--- src/rtl/apb_gpio_arb_pkg.sv ---
// apb_gpio_arb_pkg: shared state encoding, default sizes and request type for the APB GPIO arbiter
package apb_gpio_arb_pkg;
  localparam int DEF_NUM_REQ = 4;
  localparam int DEF_ADDR_WIDTH = 12;
  localparam int DEF_DATA_WIDTH = 32;
  localparam int DEF_TIMEOUT_CYCLES = 16;
  typedef enum logic [1:0] {IDLE, SETUP, ACCESS, RESP} state_t;
  typedef struct packed {
    logic write;
    logic [DEF_ADDR_WIDTH-1:0] addr;
    logic [DEF_DATA_WIDTH-1:0] wdata;
  } req_t;
endpackage

--- src/rtl/apb_gpio_rr_arb.sv ---
// apb_gpio_rr_arb: round-robin priority picker starting after the last grant, with its pointer register
module apb_gpio_rr_arb #(
  parameter int NUM_REQ = 4,
  localparam int IW = $clog2(NUM_REQ)
) (
  input  logic clk,
  input  logic rst_n,
  input  logic [NUM_REQ-1:0] req,
  input  logic en,
  output logic [NUM_REQ-1:0] gnt,
  output logic [IW-1:0] idx
);
  logic [IW-1:0] ptr;
  logic found;
  int j;
  always_comb begin
    idx = '0;
    found = 1'b0;
    j = 0;
    for (int k = 1; k <= NUM_REQ; k++) begin
      j = int'(ptr) + k;
      j = j >= NUM_REQ ? j - NUM_REQ : j;
      if (!found && req[IW'(j)]) begin
        found = 1'b1;
        idx = IW'(j);
      end
    end
    gnt = '0;
    gnt[idx] = en && found;
  end
  always_ff @(posedge clk) begin
    if (!rst_n) ptr <= IW'(NUM_REQ - 1);
    else if (en && found) ptr <= idx;
  end
endmodule

--- src/rtl/apb_gpio_arbiter.sv ---
// apb_gpio_arbiter: round-robin APB master sharing one GPIO slave port between several requesters
module apb_gpio_arbiter
  import apb_gpio_arb_pkg::*;
#(
  parameter int NUM_REQ = DEF_NUM_REQ,
  parameter int ADDR_WIDTH = DEF_ADDR_WIDTH,
  parameter int DATA_WIDTH = DEF_DATA_WIDTH,
  parameter int TIMEOUT_CYCLES = DEF_TIMEOUT_CYCLES
) (
  input  logic HCLK,
  input  logic HRESETn,
  input  logic [NUM_REQ-1:0] req_valid_i,
  input  logic [NUM_REQ-1:0] req_write_i,
  input  logic [NUM_REQ*ADDR_WIDTH-1:0] req_addr_i,
  input  logic [NUM_REQ*DATA_WIDTH-1:0] req_wdata_i,
  output logic [NUM_REQ-1:0] req_ready_o,
  output logic [NUM_REQ-1:0] rsp_valid_o,
  output logic [DATA_WIDTH-1:0] rsp_rdata_o,
  output logic rsp_err_o,
  output logic [ADDR_WIDTH-1:0] PADDR,
  output logic [DATA_WIDTH-1:0] PWDATA,
  output logic PWRITE,
  output logic PSEL,
  output logic PENABLE,
  input  logic [DATA_WIDTH-1:0] PRDATA,
  input  logic PREADY,
  input  logic PSLVERR,
  output logic busy_o
);
  localparam int IW = $clog2(NUM_REQ);
  localparam int CW = $clog2(TIMEOUT_CYCLES);
  state_t state;
  logic [NUM_REQ-1:0] gnt, sel;
  logic [IW-1:0] idx;
  logic [CW-1:0] cnt;
  logic [ADDR_WIDTH-1:0] addr;
  logic [DATA_WIDTH-1:0] wdata;
  logic write;
  apb_gpio_rr_arb #(.NUM_REQ(NUM_REQ)) u_arb (
    .clk(HCLK),
    .rst_n(HRESETn),
    .req(req_valid_i),
    .en(state == IDLE && HRESETn),
    .gnt(gnt),
    .idx(idx)
  );
  always_comb begin
    addr = '0;
    wdata = '0;
    write = 1'b0;
    for (int i = 0; i < NUM_REQ; i++)
      if (idx == IW'(i)) begin
        addr = req_addr_i[i*ADDR_WIDTH +: ADDR_WIDTH];
        wdata = req_wdata_i[i*DATA_WIDTH +: DATA_WIDTH];
        write = req_write_i[i];
      end
  end
  assign req_ready_o = gnt;
  assign busy_o = state != IDLE;
  always_ff @(posedge HCLK) begin
    if (!HRESETn) begin
      state <= IDLE;
      sel <= '0;
      cnt <= '0;
      PADDR <= '0;
      PWDATA <= '0;
      PWRITE <= 1'b0;
      PSEL <= 1'b0;
      PENABLE <= 1'b0;
      rsp_valid_o <= '0;
      rsp_rdata_o <= '0;
      rsp_err_o <= 1'b0;
    end else begin
      rsp_valid_o <= '0;
      case (state)
        IDLE: if (|gnt) begin
          sel <= gnt;
          PADDR <= addr;
          PWDATA <= wdata;
          PWRITE <= write;
          // misaligned accesses are answered locally without touching the bus
          if (addr[1:0] != 2'b00) begin
            state <= RESP;
            rsp_valid_o <= gnt;
            rsp_err_o <= 1'b1;
            rsp_rdata_o <= '0;
          end else begin
            state <= SETUP;
            PSEL <= 1'b1;
          end
        end
        SETUP: begin
          state <= ACCESS;
          PENABLE <= 1'b1;
        end
        ACCESS: if (PREADY || cnt == CW'(TIMEOUT_CYCLES - 1)) begin
          state <= RESP;
          PSEL <= 1'b0;
          PENABLE <= 1'b0;
          cnt <= '0;
          rsp_valid_o <= sel;
          rsp_err_o <= !PREADY || PSLVERR;
          rsp_rdata_o <= PREADY && !PWRITE ? PRDATA : '0;
        end else cnt <= cnt + 1'b1;
        RESP: state <= IDLE;
      endcase
    end
  end
endmodule

--- config.mk ---
export PLATFORM = sky130hd
export DESIGN_NAME = apb_gpio_arbiter
export DESIGN_NICKNAME = d
export VERILOG_FILES = /design/src/rtl/apb_gpio_arb_pkg.sv /design/src/rtl/apb_gpio_rr_arb.sv /design/src/rtl/apb_gpio_arbiter.sv
export SDC_FILE = /design/constraint.sdc
export NUM_CORES = 1
export LEC_CHECK = 0
export CORE_MARGIN = 4
export CORE_UTILIZATION = 38
export CTS_BUF_LIST = sky130_fd_sc_hd__clkbuf_4 sky130_fd_sc_hd__clkbuf_8 sky130_fd_sc_hd__clkbuf_16
export CTS_CLUSTER_DIAMETER = 30
export DETAILED_ROUTE_END_ITERATION = 10
export GPL_TIMING_DRIVEN = 0
export PLACE_DENSITY_LB_ADDON = 0.3
export RECOVER_POWER = 50
export SLEW_MARGIN = 20
export SYNTH_ARGS = -nofsm -noshare
export SYNTH_HDL_FRONTEND = slang
export SYNTH_SLANG_ARGS = --single-unit
--- constraint.sdc ---
create_clock -name HCLK -period 3.7 [get_ports HCLK]
set_clock_uncertainty 0.1 [all_clocks]
set_input_delay 0.925 -clock HCLK [delete_from_list [all_inputs] [get_ports HCLK]]
set_output_delay 0.925 -clock HCLK [all_outputs]
set_load 0.005 [all_outputs]
# After elaboration in Yosys (flattened, before gate mapping)
# Cells that the tools add are included.
dict set report totals {
  word_cells 130
  regBits 96
  out_inout_bits 89
  inputBits 220
}
dict set report classes {
  add_sub_neg 9
  bitwise 1
  eq_ne 11
  n_reduce_logical 26
  n_lt_le_gt_ge 10
  muxes 61
}
# op n
set op_table {}
lappend op_table {{$mux 32} 8}
lappend op_table {{$pmux 32 s2} 1}
lappend op_table {{$mux 12} 4}
lappend op_table {{$mux 1} 23}
lappend op_table {{$mux 2} 11}
lappend op_table {{$lt 2x4->1 const B} 4}
lappend op_table {{$mux 4} 4}
lappend op_table {{$ge 3x3->1 const B} 3}
lappend op_table {{$bmux 1 s2} 4}
lappend op_table {{$eq 2x2->1 const B} 4}
lappend op_table {{$pmux 2 s4} 1}
lappend op_table {{$pmux 4 s2} 1}
lappend op_table {{$reduce_and 4->1} 2}
lappend op_table {{$reduce_bool 2->1} 4}
lappend op_table {{$sub 2x1->2 const B} 4}
lappend op_table {{$logic_and 1x1->1} 7}
lappend op_table {{$add 2x2->3 const B} 2}
lappend op_table {{$pmux 1 s2} 3}
lappend op_table {{$reduce_and 2->1} 3}
lappend op_table {{$logic_not 1->1} 5}
lappend op_table {{$add 2x3->4 const B} 1}
lappend op_table {{$add 4x1->4 const B} 1}
lappend op_table {{$and 4x4->4} 1}
lappend op_table {{$eq 2x1->1 const B} 2}
lappend op_table {{other kinds (11)} 15}

# Depth between registers and ports, before layout
dict set report depth {
  depth_word 25
  depth_mapped 10
  ltp_nobuf 8
}

# Hierarchy
# Synthesis repeated with hierarchy kept, for this count alone.
dict set report hier_totals {
  cells_unflattened 502
  area_unflattened_um2 4883.4
}
# mod seq_area_each_um2 n_inst area_each_um2 cells_per_inst
set modules_own_cells {}
lappend modules_own_cells {apb_gpio_arbiter 1881.8 1 4618.2 475}
lappend modules_own_cells {apb_gpio_rr_arb 40.0 1 265.3 27}

# Worst setup path after synthesis
# No wires, ideal clock.
dict set report synth_timing {
  path_kind {input -> output}
  startpoint {input req_valid_i[3]}
  endpoint {output req_ready_o[0]}
  setup_slack_ns 0.409
  required_ns 2.675
  n_path_buf 3
  cell_stages 7
  t_arrival_ns 2.266
  cell_sequence {buf_4 -> and2_1 -> o22ai_1 -> clkbuf_1 -> nor2_1 -> clkbuf_1 -> nor3_1}
}
dict set report synth_via {
  elab_chain_cells 18
  word_cells_on_any_way 33
  classes_between {order compare: 2; mux: 22; bitwise: 1; reduce/logical: 8}
}
# element line
set synth_lines {}
lappend synth_lines {{start: declaration} apb_gpio_arbiter.sv:12} ;# input logic [NUM_REQ-1:0] req_valid_i,
lappend synth_lines {{$bmux 1 s2} apb_gpio_rr_arb.sv:23} ;# if (!found && req[IW'(j)]) begin
lappend synth_lines {{$mux 1 (not written as such) (2 in series)} apb_gpio_rr_arb.sv:23}
lappend synth_lines {{$mux 1} apb_gpio_rr_arb.sv:23}
lappend synth_lines {{$logic_not 1->1} apb_gpio_rr_arb.sv:23}
lappend synth_lines {{$logic_and 1x1->1} apb_gpio_rr_arb.sv:23}
lappend synth_lines {{$mux 1} apb_gpio_rr_arb.sv:23}
lappend synth_lines {{$logic_not 1->1} apb_gpio_rr_arb.sv:23}
lappend synth_lines {{$logic_and 1x1->1} apb_gpio_rr_arb.sv:23}
lappend synth_lines {{$mux 1} apb_gpio_rr_arb.sv:23}
lappend synth_lines {{$logic_not 1->1} apb_gpio_rr_arb.sv:23}
lappend synth_lines {{$logic_and 1x1->1} apb_gpio_rr_arb.sv:23}
lappend synth_lines {{$mux 2} apb_gpio_rr_arb.sv:23}
lappend synth_lines {{$lt 2x3->1 (not written as such) or $ge 2x1->1 (tied branches)} apb_gpio_rr_arb.sv:29} ;# gnt[idx] = en && found;
lappend synth_lines {{$logic_and 1x1->1} apb_gpio_rr_arb.sv:29}
lappend synth_lines {{$mux 1 (not written as such)} apb_gpio_rr_arb.sv:29}
lappend synth_lines {{$demux 1 s2} n/a}
lappend synth_lines {{$and 4x4->4 (no line) *} n/a}
lappend synth_lines {{end: declaration} apb_gpio_arbiter.sv:16} ;# output logic [NUM_REQ-1:0] req_ready_o,
# Mark *: on every way between the ends. The rest lies on a longest branch, timed or not. The select of a mux whose other input is x is not followed.

# Final worst setup path
dict set report layout_timing {
  startpoint {input req_valid_i[0]}
  endpoint {output req_ready_o[2]}
}
# Same word-level chain as after synthesis.

==> results.py <==
metrics = {
    "pwr": {
        "p_int_w": 0.00328,
        "leakage_nw": 3.72,
        "power_per_cell_area_nw_per_um2": 601,
        "proportion_of_power_drawn_by_the_clock_network": 0.183,
        "power.combinational.fraction": 0.549,
        "vdd_drop_max_mv": 0.384,
        "power.share.switching": 0.396,
        "total_switching_power_w": 0.00215,
        "power.share.sequential": 0.268,
    },
    "cells_and_area": {
        "antennaDiodeCount": 0,
        "synthToLayoutAreaGrowth_pct": 71.2,
        "num-fill-cells": 1163,
        "non_filler_instance_count_after_layout": 1166,
        "post_route_cells_drive_above_1_share": 0.0879,
        "final_nets": 1208,
    },
    "die": {
        "floorplan.io_pins": 309,
        "die_w_um": 126,
        "floorplan.initialDensity": 0.393,
        "fp-row-count": 42,
        "die-height_um": 126,
        "die_area_um2": 15800,
        "design.core.area_um2": 13400,
    },
    "setup_path": {
        "critical_path_required_ns": 2.67,
        "cp_slowest_stage_delay_ns": 0.54,
        "crit_cells": 6,
        "crit_family": "buffers and inverters",
        "startpoint_of_the_most_critical_register_to_register_path": "u_arb.ptr[0]",
        "slowest_stage": "clkdlybuf4s50_1",
        "worst-setup-path-type": "in -> out",
        "capturing_element_type_of_the_critical_path": "output port",
        "startpoint": "req_valid_i[0]",
        "reg2reg_depth": 9,
        "arrival_worst_endpoint_ns": 2.51,
        "reg2reg_slack_ns": 0.50,
        "crit_chain": "dlygate4sd2_1, or2_4, nand2_1, o211ai_1, nor2_1, clkdlybuf4s50_1",
        "crit_end": "req_ready_o[2]",
        "path_buf_inv": 2,
        "crit_path_max_fanout": 5,
        "rr_endpoint": "PWRITE",
        "critical_path.startpoint_type": "input port",
    },
    "yosys": {
        "synth_enable_flop_cells": 0,
        "yosysTopAreaCellShare": 0.365,
        "synth_flop_cell": "dfxtp_1",
        "postSynthCellCount": 665,
        "syn_avg_cell_area_um2": 7.92,
        "synth.net_count": 888,
        "synth_sequential_area_ratio": 0.365,
        "post-synth-top-area-cell": "dfxtp_1",
        "synth_area_leaders": "dfxtp_1 36%, nand2_1 11%, mux2i_1 6.5%",
        "yosys_cell_types": 56,
        "synth_register_bits": 96,
        "synth-warning-count": 0,
        "mapped_area_um2": 5270,
        "synthArstFlopShare": 0,
    },
    "route": {
        "postRouteWirelength_mm": 21.9,
        "antenna_violating_nets_post_route": 0,
        "route.detailed.vias_per_inst": 5.37,
        "drc_errors": 0,
        "routed_wire_length_per_instance_um": 18.8,
        "drt_pass1_iterations": 4,
        "dr_total_vias": 6260,
        "dr.first_iter.drc_count": 326,
    },
    "timing": {
        "worst-slew-pin-transition_ns": 0.687,
        "grt_setup_unrepaired": "false",
        "setup_viol_count_final": 0,
        "timing.final.crit_share": 0.957,
        "postLayoutSetupSlackWorst_ns": 0.161,
        "fmax_ghz": 0.283,
        "final-hold-violation-count": 0,
        "final-max-slew-violation-count": 0,
        "period_needed_ns": 3.54,
        "slew_headroom": 0.542,
    },
    "cts": {
        "cts_max_path_buffers": 2,
        "ctsRootBufferMaster": "clkbuf_16",
        "clock_latency_ns": 0.35,
        "clk_pin_slew_ns": 0.07,
        "h_tree_depth": 3,
        "tritoncts_buffer_count": 9,
        "cts_tree": "done",
        "cts-hold-fix-buffers": 0,
        "cts.sink_count": 96,
    },
    "global_route": {
        "grt_antenna_before_repair": 0,
        "first_global_vias": 6249,
        "gr-usage-all-layers": 0.265,
        "globalRoute.totalOverflow": 0,
        "grt_first_pass_wirelength_mm": 33.5,
        "grt_max_degree": 18,
    },
    "min_path": {
        "hold_class": "reg -> reg",
    },
    "place": {
        "gp_congestion": 0.888,
        "dp_slack_ns": -1.17,
        "buffer_ports.inserted": 306,
        "dp_cells": 1147,
        "post-dp-hpwl_mm": 17.2,
    },
    "flow_run": {
        "max_cap_viol_count": 0,
    },
    "outcome": {
        "outcome": "complete, no violations",
    },
}
-- per-stage QoR --
step / cell area [um2] / setup TNS [ns] / total power [W] / util / hold WS (ns)
6_report: 9020 / 0 / 0.00543 / 0.673 / 0.346
5_1_grt: 9020 / 0 / 0.00579 / 0.673 / 0.366
4_1_cts: 9010 / 0 / 0.00555 / 0.672 / 0.357
3_5_place_dp: 8550 / -10.84 / 0.00444 / 0.638 / 0.340
3_3_place_gp: 8550 / -9.59 / 0.00440 / 0.638 / 0.333
2_1_floorplan: 5270 / 0 / 0.00309 / - / 0.327
-- layer usage --
| metal | wire, um | vias to the layer above | share of wire | GRT usage |
|---|---|---|---|---|
| met1 | 8830 | 2914 | 0.40 | 0.314 |
| li1 | - | 3028 | - | - |
| met3 | 1810 | 46 | 0.083 | 0.0859 |
| met4 | 651 | 0 | 0.030 | 0.0934 |
| met2 | 10600 | 272 | 0.48 | 0.452 |
| met5 | 0 | - | 0 | 0 |
-- state kept, by name, summed over array words and instances (netlist names), 2 cells and up --
signal / count
u_arb.ptr: 2
rsp_rdata_o: 32
cnt: 4
state: 2
PADDR: 12
sel: 4
rsp_valid_o: 4
PWDATA: 32
-- power groups by stage --
stage | Sequential, W | Combinational (W) | Clock [W]
floorplan | 0.00150 | 0.00159 | 0
global placement | 0.00148 | 0.00292 | 0
detailed placement | 0.00149 | 0.00296 | 0
CTS | 0.00147 | 0.00307 | 0.00101
global route | 0.00149 | 0.00325 | 0.00105
finish | 0.00146 | 0.00298 | 0.000991
-- what timing repair did --
item / 4_1_cts / 5_1_grt
setup buffers: 4 / 1
endpoints found under the setup margin: 14 / 2
resized for setup: 35 / 4
pin swaps: 4 / 0
-- layout make-up --
| cell class | count | area [um2] | share of cell area |
|---|---|---|---|
| flip-flops and latches | 96 | 1920 | 0.213 |
| well taps | 176 | 220 | 0.0244 |
| clock inverters | 6 | 75.1 | 0.00832 |
| repair buffers | 311 | 3100 | 0.344 |
| multi-input cells | 503 | 3150 | 0.349 |
| plain buffers | 59 | 297 | 0.0329 |
| inverters | 5 | 18.8 | 0.00208 |
| clock buffers | 10 | 239 | 0.0265 |
-- cells in the mapped netlist (3+ instances only) --
cell type,instances
nand2_1,153
dfxtp_1,96
o21ai_0,59
clkbuf_1,50
nand3_1,36
mux2i_1,34
a21o_1,26
nor2_1,23
a21boi_0,22
a21oi_1,18
a31o_2,18
a221oi_1,12
mux2_2,12
a31oi_1,8
and2_1,7
o221ai_1,7
a311oi_1,6
o221a_2,6
a211oi_1,4
a32oi_1,4
and3_1,4
buf_6,4
inv_1,4
nor2b_1,4
a311o_1,3
buf_1,3
buf_2,3
ha_1,3
nor3_1,3
o211ai_1,3
o21a_1,3
-- worst reg2reg max path, delay by kind of cell (launching register included) --
kind	cells	cell delay, ns
and+or+nand+nor	3	0.61
AOI/OAI and AO/OA	2	0.40
DFF	1	0.30
buffers and inverters	4	1.74
-- placed cells by master (no fill, tap or decap), types with 5 or more instances in the layout --
| master | count |
|---|---|
| clkdlybuf4s50_1 | 216 |
| nand2_1 | 151 |
| dfxtp_1 | 96 |
| dlygate4sd3_1 | 84 |
| o21ai_0 | 59 |
| clkbuf_1 | 45 |
| nand3_1 | 36 |
| mux2i_1 | 34 |
| a21o_1 | 26 |
| a21boi_0 | 22 |
| nor2_1 | 22 |
| a31o_2 | 18 |
| a21oi_1 | 16 |
| a221oi_1 | 12 |
| mux2_2 | 12 |
| clkbuf_16 | 9 |
| a31oi_1 | 8 |
| o221ai_1 | 7 |
| buf_4 | 6 |
| and2_1 | 6 |
| a311oi_1 | 6 |
| o221a_2 | 6 |
| buf_6 | 5 |
-- logic make-up after synthesis --
family	Yosys count	share of synthesized area
AO/OA/AOI/OAI	214	0.289
XOR/XNOR	1	0.00166
flip-flops	96	0.365
AND/OR/NAND/NOR	239	0.193
multiplexers	46	0.0902
buffers and inverters	66	0.0541
adder cells (fa/ha/maj)	3	0.00712
-- worst min-delay path by stage --
stage                     cells after the start  slack [ns]       start          to
after floorplan                               1        0.33      sel[0]      sel[0]
after global placement                        1        0.33  PWDATA[24]  PWDATA[24]
after detailed placement                      1        0.34    PADDR[6]    PADDR[6]
after CTS                                     1        0.36    PADDR[6]    PADDR[6]
after global routing                          1        0.37   PADDR[11]   PADDR[11]
final                                         1        0.35    PADDR[6]    PADDR[6]
No activity file was read; power rests on OpenSTA's default activity.
